[src/rtl/mul_seq_shift_add.sv]
// mul_seq_shift_add
//   Sequential unsigned shift-add multiplier. Each RUN cycle does one
//   conditional N-bit add of the multiplicand into the high half and then a
//   one-bit right shift of the whole partial product. After N RUN cycles the
//   2N-bit product is loaded into the output register.
//
//   state | meaning
//   ------+------------------------------------------------------------
//   IDLE  | waiting for start_i; product_o holds the previous result
//   RUN   | one add/shift step per clock, N steps total
//   DONE  | one-cycle done_o pulse with product_o valid
//
// Ports
//   clk_i      rising-edge clock
//   rst_ni     synchronous active-low reset
//   start_i    operation request, accepted only in IDLE
//   a_i        multiplicand, sampled on an accepted start
//   b_i        multiplier, sampled on an accepted start
//   busy_o     high from the cycle after acceptance through the DONE cycle
//   done_o     single-cycle pulse, product_o valid
//   product_o  2N-bit result, stable until the next operation completes

module mul_seq_shift_add #(
    parameter int unsigned N = 8
) (
    input  logic             clk_i,
    input  logic             rst_ni,
    input  logic             start_i,
    input  logic [N-1:0]     a_i,
    input  logic [N-1:0]     b_i,
    output logic             busy_o,
    output logic             done_o,
    output logic [2*N-1:0]   product_o
);

    localparam int unsigned CW = $clog2(N + 1);
    localparam logic [CW-1:0] COUNT_LAST = CW'(N - 1);

    typedef enum logic [1:0] {
        S_IDLE = 2'd0,
        S_RUN  = 2'd1,
        S_DONE = 2'd2
    } state_t;

    state_t          state_q, state_d;
    logic [N-1:0]    mcand_q, mcand_d;
    logic [N-1:0]    hi_q, hi_d;
    logic [N-1:0]    lo_q, lo_d;
    logic [CW-1:0]   count_q, count_d;
    logic [2*N-1:0]  product_q, product_d;
    logic            busy_q, busy_d;
    logic            done_q, done_d;

    // {carry, HI} after the conditional add. The carry lands in HI's MSB on
    // the shift in the same cycle, so it never needs its own flop.
    logic [N:0]      sum;

    always_comb begin
        state_d   = state_q;
        mcand_d   = mcand_q;
        hi_d      = hi_q;
        lo_d      = lo_q;
        count_d   = count_q;
        product_d = product_q;
        sum       = {1'b0, hi_q} + (lo_q[0] ? {1'b0, mcand_q} : {(N+1){1'b0}});

        unique case (state_q)
            S_IDLE: begin
                if (start_i) begin
                    mcand_d = a_i;
                    hi_d    = '0;
                    lo_d    = b_i;
                    count_d = '0;
                    state_d = S_RUN;
                end
            end
            S_RUN: begin
                hi_d    = sum[N:1];
                lo_d    = {sum[0], lo_q[N-1:1]};
                count_d = count_q + CW'(1);
                if (count_q == COUNT_LAST) begin
                    product_d = {sum[N:1], sum[0], lo_q[N-1:1]};
                    state_d   = S_DONE;
                end
            end
            S_DONE: begin
                state_d = S_IDLE;
            end
            default: begin
                state_d = S_IDLE;
            end
        endcase

        // Handshake outputs come straight from flops, decoded from next state.
        busy_d = (state_d != S_IDLE);
        done_d = (state_d == S_DONE);
    end

    always_ff @(posedge clk_i) begin
        if (!rst_ni) begin
            state_q   <= S_IDLE;
            mcand_q   <= '0;
            hi_q      <= '0;
            lo_q      <= '0;
            count_q   <= '0;
            product_q <= '0;
            busy_q    <= 1'b0;
            done_q    <= 1'b0;
        end else begin
            state_q   <= state_d;
            mcand_q   <= mcand_d;
            hi_q      <= hi_d;
            lo_q      <= lo_d;
            count_q   <= count_d;
            product_q <= product_d;
            busy_q    <= busy_d;
            done_q    <= done_d;
        end
    end

    assign busy_o    = busy_q;
    assign done_o    = done_q;
    assign product_o = product_q;

endmodule

[config.mk]
export PLATFORM = sky130hd
export DESIGN_NAME = mul_seq_shift_add
export DESIGN_NICKNAME = d
export VERILOG_FILES = /design/src/rtl/mul_seq_shift_add.sv
export SDC_FILE = /design/constraint.sdc
export NUM_CORES = 1
export LEC_CHECK = 0
export BUFFER_PORTS_ARGS = -buffer_cell sky130_fd_sc_hd__buf_2
export CORE_MARGIN = 3
export CORE_UTILIZATION = 38
export DETAILED_ROUTE_END_ITERATION = 8
export PLACE_DENSITY = 0.56
export SLEW_MARGIN = 25
export SYNTH_ARGS = -nofsm -noshare
export SYNTH_HDL_FRONTEND = slang
export SYNTH_SLANG_ARGS = --single-unit
[constraint.sdc]
create_clock -name clk_i -period 2.45 [get_ports clk_i]
set_input_delay 0.1225 -clock clk_i [delete_from_list [all_inputs] [get_ports clk_i]]
set_output_delay 0.1225 -clock clk_i [all_outputs]
set_load 0.1 [all_outputs]
==> impl_metrics.ini <==
[clock_network]
clock_sinks = 48
cts-resized-gates = 0
h-tree-depth = 2
post_cts_buffers = 0
clk_latency_ns = 0.31
cts_tree = done
cts_buffers = 5
clk_pin_slew_ns = 0.09
cts-hold-fix-buffers = 0
root_buffer = clkbuf_8
clockBufferDepth = 2

[setup_path]
worst-path-max-fanout = 9
cpLargestDelayFamily = adder cells
cp-endpoint = product_o[13]
cp.buffers_inverters = 0
required_ns = 2.65
critPathLaunchType = flop
cp-end-kind = flop
critical_path.startpoint = lo_q[0]
slowest_stage = fa_1
crit_arrival_ns = 2.26
crit_type = reg -> reg
r2r_cells = 7
path_depth = 7
reg2reg_from = lo_q[0]
slowest_delay_ns = 0.41
crit_chain = and2_1, ha_1, fa_1, a21o_1, a221oi_2, xor2_1, o21ai_1
reg2reg_setup_slack_ns = 0.39
r2r_end = product_o[13]

[synthesis]
syn-instance-count = 249
synth_top_family_by_area = simple AND/OR/NAND/NOR gates
syn_area_um2 = 2220
syn_area_per_cell_um2 = 8.93
synth-seq-cells = 48
synth_xor_area_share_pct = 1.18
synthAdderAreaFrac_pct = 5.96
synth_simple_gate_area_share_pct = 21.8
seq_area_frac_synth_pct = 43.2
synthMuxAreaShare_pct = 3.60
ys_types = 41
synth_warnings = 0
synth-compound-area-share_pct = 19.7
synth_fp_nets = 278

[power_and_ir_drop]
seqPwrFrac_pct = 53.3
powerDensity_nw_per_um2 = 606
switching_share_pct = 24.5
p_leak_nw = 1.13
finalPower_mw = 1.55
cellInternalPower_mw = 1.17
power_frac_comb_pct = 8.8
clkPwrFrac_pct = 37.8
p_sw_uw = 380
peakVddDrop_v = 0.000218

[floorplan]
die_y_um = 82.5
die_area_um2 = 6810
rows = 27
ios = 37
fp.dieW_um = 82.5
floorplan.initialDensity_pct = 39.9
core_area_um2 = 5570

[drt]
first_iter_violations = 154
drtAntennaViolNets = 0
wl_per_cell_um = 14.0
drcViolationCount = 0
dr.pass1.iters = 4
vias_per_cell = 5.18
num_vias = 1834
wl_mm = 4.96

[outcome]
status = complete, no violations

[run]
maxCapViolations = 0

[grt]
grt_overflow = 0
grt_max_degree = 32
antenna_found_initial = 0
first_global_vias = 1709
grt_pass1_wl_mm = 8.29
grt.total_usage_pct = 16.0

[layout]
num_antenna_cells = 0
syn_to_final_growth_pct = 15.3
drive_gt1_share_pct = 21.3
layout.nets = 310
final_common_cell = dfxtp_1
layout_common_cells = dfxtp_1, buf_2, nand2_1, a21oi_1, nor2_1
finalCoreUtilization_pct = 46.0

[placed_design]
hpwl_mm = 3.50
port_buffers = 36
place.gp.congestion = 0.827

[sta]
rsz0062_at_grt = false
drv_slew = 0
min_period_ns = 2.06
finalCritPeriodShare_pct = 83.9
hold_viol = 0
clock.fmax_mhz = 486
clock_skew_ns = 0.00760
fin_setup_tns_ns = 0
relSlewSlack_pct = 50.0
worst_pin_slew_ns = 0.750
setup_violations = 0

[hold_path]
hold_class = in -> reg
worst reg2reg max path: stages, from the launching register on:
cell,delay (ns)
dfxtp_1,0.37
and2_1,0.16
ha_1,0.20
fa_1,0.41
a21o_1,0.22
a221oi_2,0.29
xor2_1,0.22
o21ai_1,0.09
cell type report:
| class | instances | area, µm² |
|---|---|---|
| well taps | 72 | 90.1 |
| repair buffers | 41 | 218 |
| clock inverters | 3 | 46.3 |
| inverters | 5 | 18.8 |
| flip-flops and latches | 48 | 961 |
| clock buffers | 5 | 68.8 |
| fillers | 574 | 3010 |
| multi-input cells | 180 | 1160 |
power groups by stage:
stage          combinational, mW  sequential, mW  clock (mW)
3_5_place_dp               0.138           0.847           0
5_1_grt                    0.154           0.833       0.646
2_1_floorplan             0.0987           0.844           0
4_1_cts                    0.139           0.829       0.607
3_3_place_gp               0.138           0.846           0
6_report                   0.137           0.828       0.588
worst min-delay path by stage:
stage | slack (ns) | depth (start not counted) | to | from
floorplan | 0.27 | 2 | mcand_q[0] | a_i[0]
global placement | 0.36 | 3 | mcand_q[2] | a_i[2]
detailed placement | 0.37 | 3 | mcand_q[1] | a_i[1]
CTS | 0.05 | 3 | mcand_q[0] | a_i[0]
global route | 0.05 | 3 | mcand_q[4] | a_i[4]
finish | 0.05 | 3 | mcand_q[7] | a_i[7]
flip-flops by register name, summed over array words and instances (netlist names):
name,cells
busy_o,1
count_q,4
done_o,1
hi_q,8
lo_q,8
mcand_q,8
product_o,16
state_q,2
synthesized netlist by cell type, drive strengths merged:
master / number / area (µm²)
dfxtp: 48 / 961
nand2: 30 / 113
a21oi: 25 / 129
nor2: 24 / 90.1
nand3: 11 / 67.6
buf: 10 / 60.1
ha: 9 / 113
and2: 8 / 50.1
mux2i: 8 / 80.1
nor2b: 8 / 50.1
o21ai: 7 / 35.0
o221a: 7 / 78.8
clkbuf: 6 / 22.5
inv: 5 / 18.8
o2111ai: 4 / 35.0
o311ai: 4 / 35.0
a22oi: 3 / 22.5
and3b: 3 / 26.3
xor2: 3 / 26.3
a21boi: 2 / 15.0
a21o: 2 / 15.0
a311oi: 2 / 17.5
and2b: 2 / 17.5
and3: 2 / 12.5
nand2b: 2 / 12.5
nor3b: 2 / 15.0
o21a: 2 / 15.0
or2: 2 / 12.5
or3: 2 / 12.5
a211oi: 1 / 7.51
a221oi: 1 / 15.0
fa: 1 / 20.0
nand4: 1 / 6.26
o211a: 1 / 10.0
o211ai: 1 / 7.51
kinds of logic (layout without fill, tap and decap cells):
group                    after synthesis  in the layout
AO/OA/AOI/OAI                         62             62
XOR/XNOR                               3              3
adder cells (fa/ha/maj)               10             10
buffers and inverters                 21             54
flip-flops                            48             48
multiplexers                           8              8
AND/OR/NAND/NOR                       97             97
routing by layer:
metal | vias up | GRT usage [%] | wire length (µm)
met5 | - | 0 | 0
met2 | 48 | 24.0 | 2070
met1 | 839 | 22.6 | 2530
met4 | 0 | 4.41 | 61
met3 | 5 | 4.34 | 301
li1 | 942 | - | -
metrics by stage:
step                      instance area [µm²]  setup WS [ns]  cells  hold WS [ns]
after floorplan                          2220          0.552    249         0.269
after global placement                   2450          0.445    346         0.355
after detailed placement                 2450          0.409    346         0.368
after CTS                                2560          0.386    354        0.0475
after global routing                     2560          0.217    354        0.0468
final                                    2560          0.394    354        0.0479
Power figures use the tool's default switching activity.
